### config.mk
export PLATFORM = sky130hd
export DESIGN_NAME = pe_ctrl
export DESIGN_NICKNAME = d
export VERILOG_FILES = /design/src/rtl/pe_pkg.sv /design/src/rtl/pe_ctrl.sv
export SDC_FILE = /design/constraint.sdc
export NUM_CORES = 1
export LEC_CHECK = 0
export ABC_AREA = 1
export CAP_MARGIN = 15
export CORE_ASPECT_RATIO = 1.25
export CORE_MARGIN = 4
export CORE_UTILIZATION = 46
export CTS_BUF_LIST = sky130_fd_sc_hd__clkbuf_16
export DETAILED_ROUTE_END_ITERATION = 8
export HOLD_SLACK_MARGIN = 0.15
export MAX_ROUTING_LAYER = met4
export PLACE_DENSITY = 0.84
export SLEW_MARGIN = 20
export SYNTH_ARGS = -nofsm -noshare
export SYNTH_HDL_FRONTEND = slang
export SYNTH_SLANG_ARGS = --single-unit
### constraint.sdc
create_clock -name aclk -period 2.7 [get_ports aclk]
set_input_delay 0.54 -clock aclk [delete_from_list [all_inputs] [get_ports aclk]]
set_output_delay 0.54 -clock aclk [all_outputs]
set_load 0.01 [all_outputs]
### src/rtl/pe_pkg.sv
// Shared types and constants for the int8x4 PE and its controller.
package pe_pkg;

    typedef enum logic [2:0] {
        IDLE,
        CLEAR,
        LOAD,
        COMPUTE,
        DRAIN,
        DONE
    } state_t;

    localparam int PE_WORD_W = 32;
    localparam int PE_ACC_W  = 16;

    // The PE accumulator is 16 bits wide; the upper half of dout carries no information.
    function automatic logic [PE_WORD_W-1:0] sext_acc(input logic [PE_WORD_W-1:0] dout);
        return {{(PE_WORD_W-PE_ACC_W){dout[PE_ACC_W-1]}}, dout[PE_ACC_W-1:0]};
    endfunction

endpackage

### src/rtl/pe_ctrl.sv
// Dot-product sequencer: loads B into PE RAM, streams A aligned to the PE read latency,
// counts dvalid pulses and returns the sign-extended accumulator.
module pe_ctrl
    import pe_pkg::*;
#(
    parameter int L_RAM_SIZE = 4
) (
    input  logic                    aclk,
    input  logic                    aresetn,
    input  logic                    start,
    input  logic [L_RAM_SIZE:0]     len,
    input  logic [PE_WORD_W-1:0]    s_b_tdata,
    input  logic                    s_b_tvalid,
    output logic                    s_b_tready,
    input  logic [PE_WORD_W-1:0]    s_a_tdata,
    input  logic                    s_a_tvalid,
    output logic                    s_a_tready,
    output logic                    busy,
    output logic                    done,
    output logic [PE_WORD_W-1:0]    result,
    output logic                    pe_aresetn,
    output logic [PE_WORD_W-1:0]    pe_din,
    output logic [L_RAM_SIZE-1:0]   pe_addr,
    output logic                    pe_we,
    output logic [PE_WORD_W-1:0]    pe_ain,
    output logic                    pe_valid,
    input  logic                    pe_dvalid,
    input  logic [PE_WORD_W-1:0]    pe_dout
);

    localparam int LW = L_RAM_SIZE + 1;
    localparam logic [LW-1:0] MAX_LEN = LW'(1 << L_RAM_SIZE);

    function automatic logic [LW-1:0] sat_len(input logic [LW-1:0] l);
        return (l > MAX_LEN) ? MAX_LEN : l;
    endfunction

    state_t              state, state_nx;
    logic [LW-1:0]       len_r, k, dv_cnt;
    logic [PE_WORD_W-1:0] a_hold;
    logic                clr_reg;
    logic                b_hs, a_hs, last_b, last_a, dv_hit;

    assign s_b_tready = (state == LOAD);
    assign s_a_tready = (state == COMPUTE);
    assign busy       = (state != IDLE);
    assign done       = (state == DONE);
    assign pe_aresetn = aresetn & ~clr_reg;

    assign b_hs   = s_b_tvalid & s_b_tready;
    assign a_hs   = s_a_tvalid & s_a_tready;
    assign last_b = b_hs && (k == len_r - LW'(1));
    assign last_a = a_hs && (k == len_r - LW'(1));
    assign dv_hit = pe_dvalid && (dv_cnt + LW'(1) == len_r);

    always_comb begin
        state_nx = state;
        case (state)
            IDLE:    if (start) state_nx = (len == '0) ? DONE : CLEAR;
            CLEAR:   state_nx = LOAD;
            LOAD:    if (last_b) state_nx = COMPUTE;
            COMPUTE: if (last_a) state_nx = DRAIN;
            DRAIN:   if (dv_hit) state_nx = DONE;
            DONE:    state_nx = IDLE;
            default: state_nx = IDLE;
        endcase
    end

    always_ff @(posedge aclk) begin
        if (!aresetn) begin
            state    <= IDLE;
            len_r    <= '0;
            k        <= '0;
            dv_cnt   <= '0;
            a_hold   <= '0;
            clr_reg  <= 1'b0;
            result   <= '0;
            pe_din   <= '0;
            pe_addr  <= '0;
            pe_we    <= 1'b0;
            pe_ain   <= '0;
            pe_valid <= 1'b0;
        end else begin
            state    <= state_nx;
            pe_we    <= 1'b0;
            pe_valid <= 1'b0;
            clr_reg  <= 1'b0;
            // A data reaches the PE one cycle after its address, matching the RAM read latency
            pe_ain   <= a_hold;
            case (state)
                IDLE: begin
                    if (start) begin
                        len_r  <= sat_len(len);
                        k      <= '0;
                        dv_cnt <= '0;
                        if (len == '0) result  <= '0;
                        else           clr_reg <= 1'b1;
                    end
                end
                LOAD: begin
                    if (b_hs) begin
                        pe_we   <= 1'b1;
                        pe_addr <= k[L_RAM_SIZE-1:0];
                        pe_din  <= s_b_tdata;
                        k       <= last_b ? '0 : k + LW'(1);
                    end
                end
                COMPUTE: begin
                    if (a_hs) begin
                        pe_valid <= 1'b1;
                        pe_addr  <= k[L_RAM_SIZE-1:0];
                        a_hold   <= s_a_tdata;
                        k        <= k + LW'(1);
                    end
                end
                default: ;
            endcase
            if (pe_dvalid && (state == COMPUTE || state == DRAIN))
                dv_cnt <= dv_cnt + LW'(1);
            if (state == DRAIN && dv_hit)
                result <= sext_acc(pe_dout);
        end
    end

endmodule

# Yosys cells after proc, flatten, opt, wreduce, memory -nomap -nowiden
# Cells that the tools add are included.
# op_classes
addsub	3
n_reduce_logical	27
n_eq_ne	13
n_lt_le_gt_ge	1
n_mux	24
bitwise	4
# op_table
operator	count
$mux W32	4
$mux W5	7
$mux W3	5
$pmux W3 S5	1
$pmux W5 S3	1
$reduce_and A2 Y1	6
$reduce_bool A2 Y1	6
$add A5 B1 Y5 const B	2
$eq A5 B5 Y1	2
$reduce_and A3 Y1	3
$mux W4	2
$ne A2 B1 Y1 const B	4
$pmux W4 S2	1
$reduce_and A4 Y1	2
$eq A3 B2 Y1 const B	2
$eq A3 B3 Y1 const B	2
$reduce_bool A3 Y1	2
$gt A5 B5 Y1 const B	1
$logic_and A1 B1 Y1	5
$logic_not A5 Y1	1
$sub A5 B1 Y5 const B	1
$ne A2 B2 Y1 const B	2
$and A1 B1 Y1	3
$eq A3 B1 Y1 const B	1
other kinds (4)	6
# word_totals
out_inout_bits	107
reg_bits	153
word_cells	84

# Logic depth before layout (Yosys ltp)
# depth
word_depth	6
mapped_depth	14
ltp_nobuf	14

# Worst setup path after synthesis
# Ideal clock, no wire load.
# synth_timing
kind	input to output
from	input port aresetn
to	output port pe_aresetn
path_stages	4
t_required_ps	2160
t_arrival_ps	1296
slack_ps	864
cell_sequence	clkbuf_1 -> inv_1 -> clkbuf_1 -> nor2_1
# synth_between
elab_chain_len	1
# synth_lines
item	line_no	rtl
from (decl)	pe_ctrl.sv:9	input logic aresetn,
$and A1 B1 Y1	pe_ctrl.sv:48	assign pe_aresetn = aresetn & ~clr_reg;
to (decl)	pe_ctrl.sv:21	output logic pe_aresetn,
# No other way between the ends.

# Worst setup path after layout
# layout_timing
from	register state[0]
to	output port busy
# layout_between
elab_chain_len	1
# layout_lines
item	line_no	rtl
from (decl)	pe_ctrl.sv:38	state_t state, state_nx;
from (signal assigned)	pe_ctrl.sv:84	state <= state_nx;
$reduce_bool A3 Y1	pe_ctrl.sv:46	assign busy = (state != IDLE);
to (decl)	pe_ctrl.sv:18	output logic busy,
# No other way between the ends.

==> impl_metrics.ini <==
[outcome]
status = finished, final reports clean

[clock_tree]
tritoncts = done
clkSlewWorstSetupHoldPaths_ps = 60
clk_latency_ps = 420
clockBufferDepth = 2
cts_buffers = 17
clock-root-buffer = clkbuf_16
cts_resized = 0
holdBufCountCts = 0
cts_setup_buffers = 0
clock-sinks = 137
cts_max_level = 4

[layout]
layout_commonest_cell = clkdlybuf4s50_1
fin_nets = 946
layout_common_cells = 196 x clkdlybuf4s50_1, 137 x dfxtp_1, 120 x nor2_1
syn2layout_area_growth_pct = 48.46
reg.largest.list = a_hold: 32 flops, pe_ain: 32 flops, pe_din: 32 flops
drive_above_1_share_pct = 8.363
multi_input_area_um2 = 1959
n_fill_cell = 835
final-seq-area_um2 = 2743
fin_util_pct = 69.86

[placement]
detailed_place_hpwl_mm = 10.04
place.gp.congestion = 0.9119
io_buffers = 197

[yosys]
synth_top_cell_area_share_pct = 52.59
netlist_instances = 657
yosysSeqAreaShare_pct = 52.59
syn_avg_cell_area_um2 = 7.938
synth_cell_types = 33
synthesis.area_um2 = 5215
yosysWarnings = 0
synth_area_leader_cell = dfxtp_1
yosys-top-cells-area = dfxtp_1 53%, nor2_1 8.6%, nand2_1 7.2%
postSynthNetCount = 767
ys_ff_latch = 137

[sta]
layout_min_cycle_time_ps = 2375
worst_pin_slew_ps = 674.8
max_freq_mhz = 421.0
slew_headroom_pct = 55.02
post-route-period-util_pct = 87.98
finClkSkew_ps = 6.367
rsz0062_at_grt = no
hold_viol_final = 0
setup-tns-final_ps = 0
finalSetupViolCount = 0
maxSlewViolCount = 0

[drt]
wl_per_cell_um = 14.29
vias_per_cell = 4.898
drt_pass1_iterations = 4
drc = 0
drtIter0Drc = 176
vias = 4825
wl_mm = 14.07
drtAntennaViolNets = 0

[critical_path]
critical_path_class = reg2out
cp_slowest_cell = clkdlybuf4s50_1
cp.required_ps = 2160
end_kind = output pin
worst-path-max-fanout = 6
critPathBufInv = 3
path_cells = inv_2 > nand2_4 > nor2_2 > clkinv_1 > clkdlybuf4s50_1
slowest_delay_ps = 530
worstPathArrival_ps = 1840
critPathLaunchType = flip-flop
crit_family = buffers and inverters

[power_and_ir_drop]
pwr-share-seq_pct = 37.4
ir_worst_vdd_mv = 0.5647
internal_power_mw = 4.384
p_per_area_nw_per_um2 = 827.7
power_frac_clock_pct = 36.4
leakage_nw = 3.289
p_comb_share_pct = 26.2
switchingPower_mw = 2.025
switching_share_pct = 31.59

[floorplan]
die_w_um = 103.2
coreArea_um2 = 11080
initial_core_util_pct = 47.05
die_area_um2 = 13120
die_h_um = 127.0
num_io_pins = 214
rows = 43

[grt]
grt_pass1_wl_mm = 22.49
antenna_found_initial = 1
grt-ovfl-total = 0
grt_pass1_vias = 4817
gr-usage-all-layers_pct = 22.28
grt_max_degree = 73

[run]
maxCapViolations = 0

[min_path]
hp-class = reg2reg
==> cells by family (layout without fill, tap and decap cells) <==
group	Yosys count	after routing	synth area share (%)
AND/OR/NAND/NOR	298	298	25.72
buffers and inverters	111	303	9.837
AO/OA/AOI/OAI	104	104	10.46
XOR/XNOR	4	4	0.6719
other	0	1	0
adder cells (fa/ha/maj)	3	3	0.7198
flip-flops	137	137	52.59
==> path summary, 6_finish.rpt <==
check	from	to	slack (ps)	depth (start not counted)
max	state[0]$_SDFFE_PN0P_	busy	320	5
min	a_hold[16]$_SDFFE_PN0P_	pe_ain[16]$_SDFF_PN0_	440	2
max reg2reg	dv_cnt[0]$_SDFFE_PN0P_	result[2]$_SDFFE_PN0P_	730	12
min reg2reg	a_hold[16]$_SDFFE_PN0P_	pe_ain[16]$_SDFF_PN0_	440	2
==> layer usage <==
layer  wire length [um]  part of all wire (%)  GRT usage, %
met5                  0                     0             -
met3               1422                    10         8.793
met4                286                   2.0         7.698
met1               5292                    38         24.04
met2               7070                    50         36.91
==> tightest hold or removal path, cell delays in order (launching register included) <==
cell and delay [ps]:
dfxtp_1 310, nand2_1 60, inv_1 50
==> cells in the mapped netlist (all sizes together) <==
| cell | number |
|---|---|
| inv | 67 |
| xor2 | 3 |
| nor3 | 9 |
| nor2 | 127 |
| buf | 28 |
| clkbuf | 15 |
| a21oi | 61 |
| nand2 | 108 |
| and3 | 1 |
| nand4 | 2 |
| clkinv | 1 |
| dfxtp | 137 |
| ha | 3 |
| nand3 | 50 |
| nor3b | 1 |
| xnor2 | 1 |
| o21ai | 42 |
| a211oi | 1 |
==> cell type report <==
class / count / area share, %
tap: 135 / 2.182
clock buffer: 17 / 5.495
timing repair buffer: 203 / 25.99
clock inverter: 15 / 2.279
sequential: 137 / 35.42
inverter: 68 / 3.297
antenna: 1 / 0.03232
multi-input combinational: 409 / 25.31
==> power groups by stage <==
| stage | Sequential (mW) | Clock (mW) | Combinational (mW) |
|---|---|---|---|
| after floorplan | 2.48 | 0 | 0.966 |
| after global placement | 2.42 | 0 | 1.62 |
| after detailed placement | 2.44 | 0 | 1.68 |
| after CTS | 2.40 | 2.37 | 1.70 |
| after global routing | 2.42 | 2.47 | 1.88 |
| final | 2.40 | 2.33 | 1.68 |
==> through the flow <==
stage                     total power, mW  cell area, um^2  instances  worst slack [ps]  hold WS, ps
after floorplan                     3.445             5215        657             863.6        404.5
final                               6.408             7742        985             324.5        438.1
after global routing                6.778             7742        985             201.9        461.5
after global placement              4.042             7138        952             563.8        412.0
after detailed placement            4.121             7138        952             464.1        418.7
after CTS                           6.462             7740        984             282.8        437.4
(Power assumes the default switching activity.)
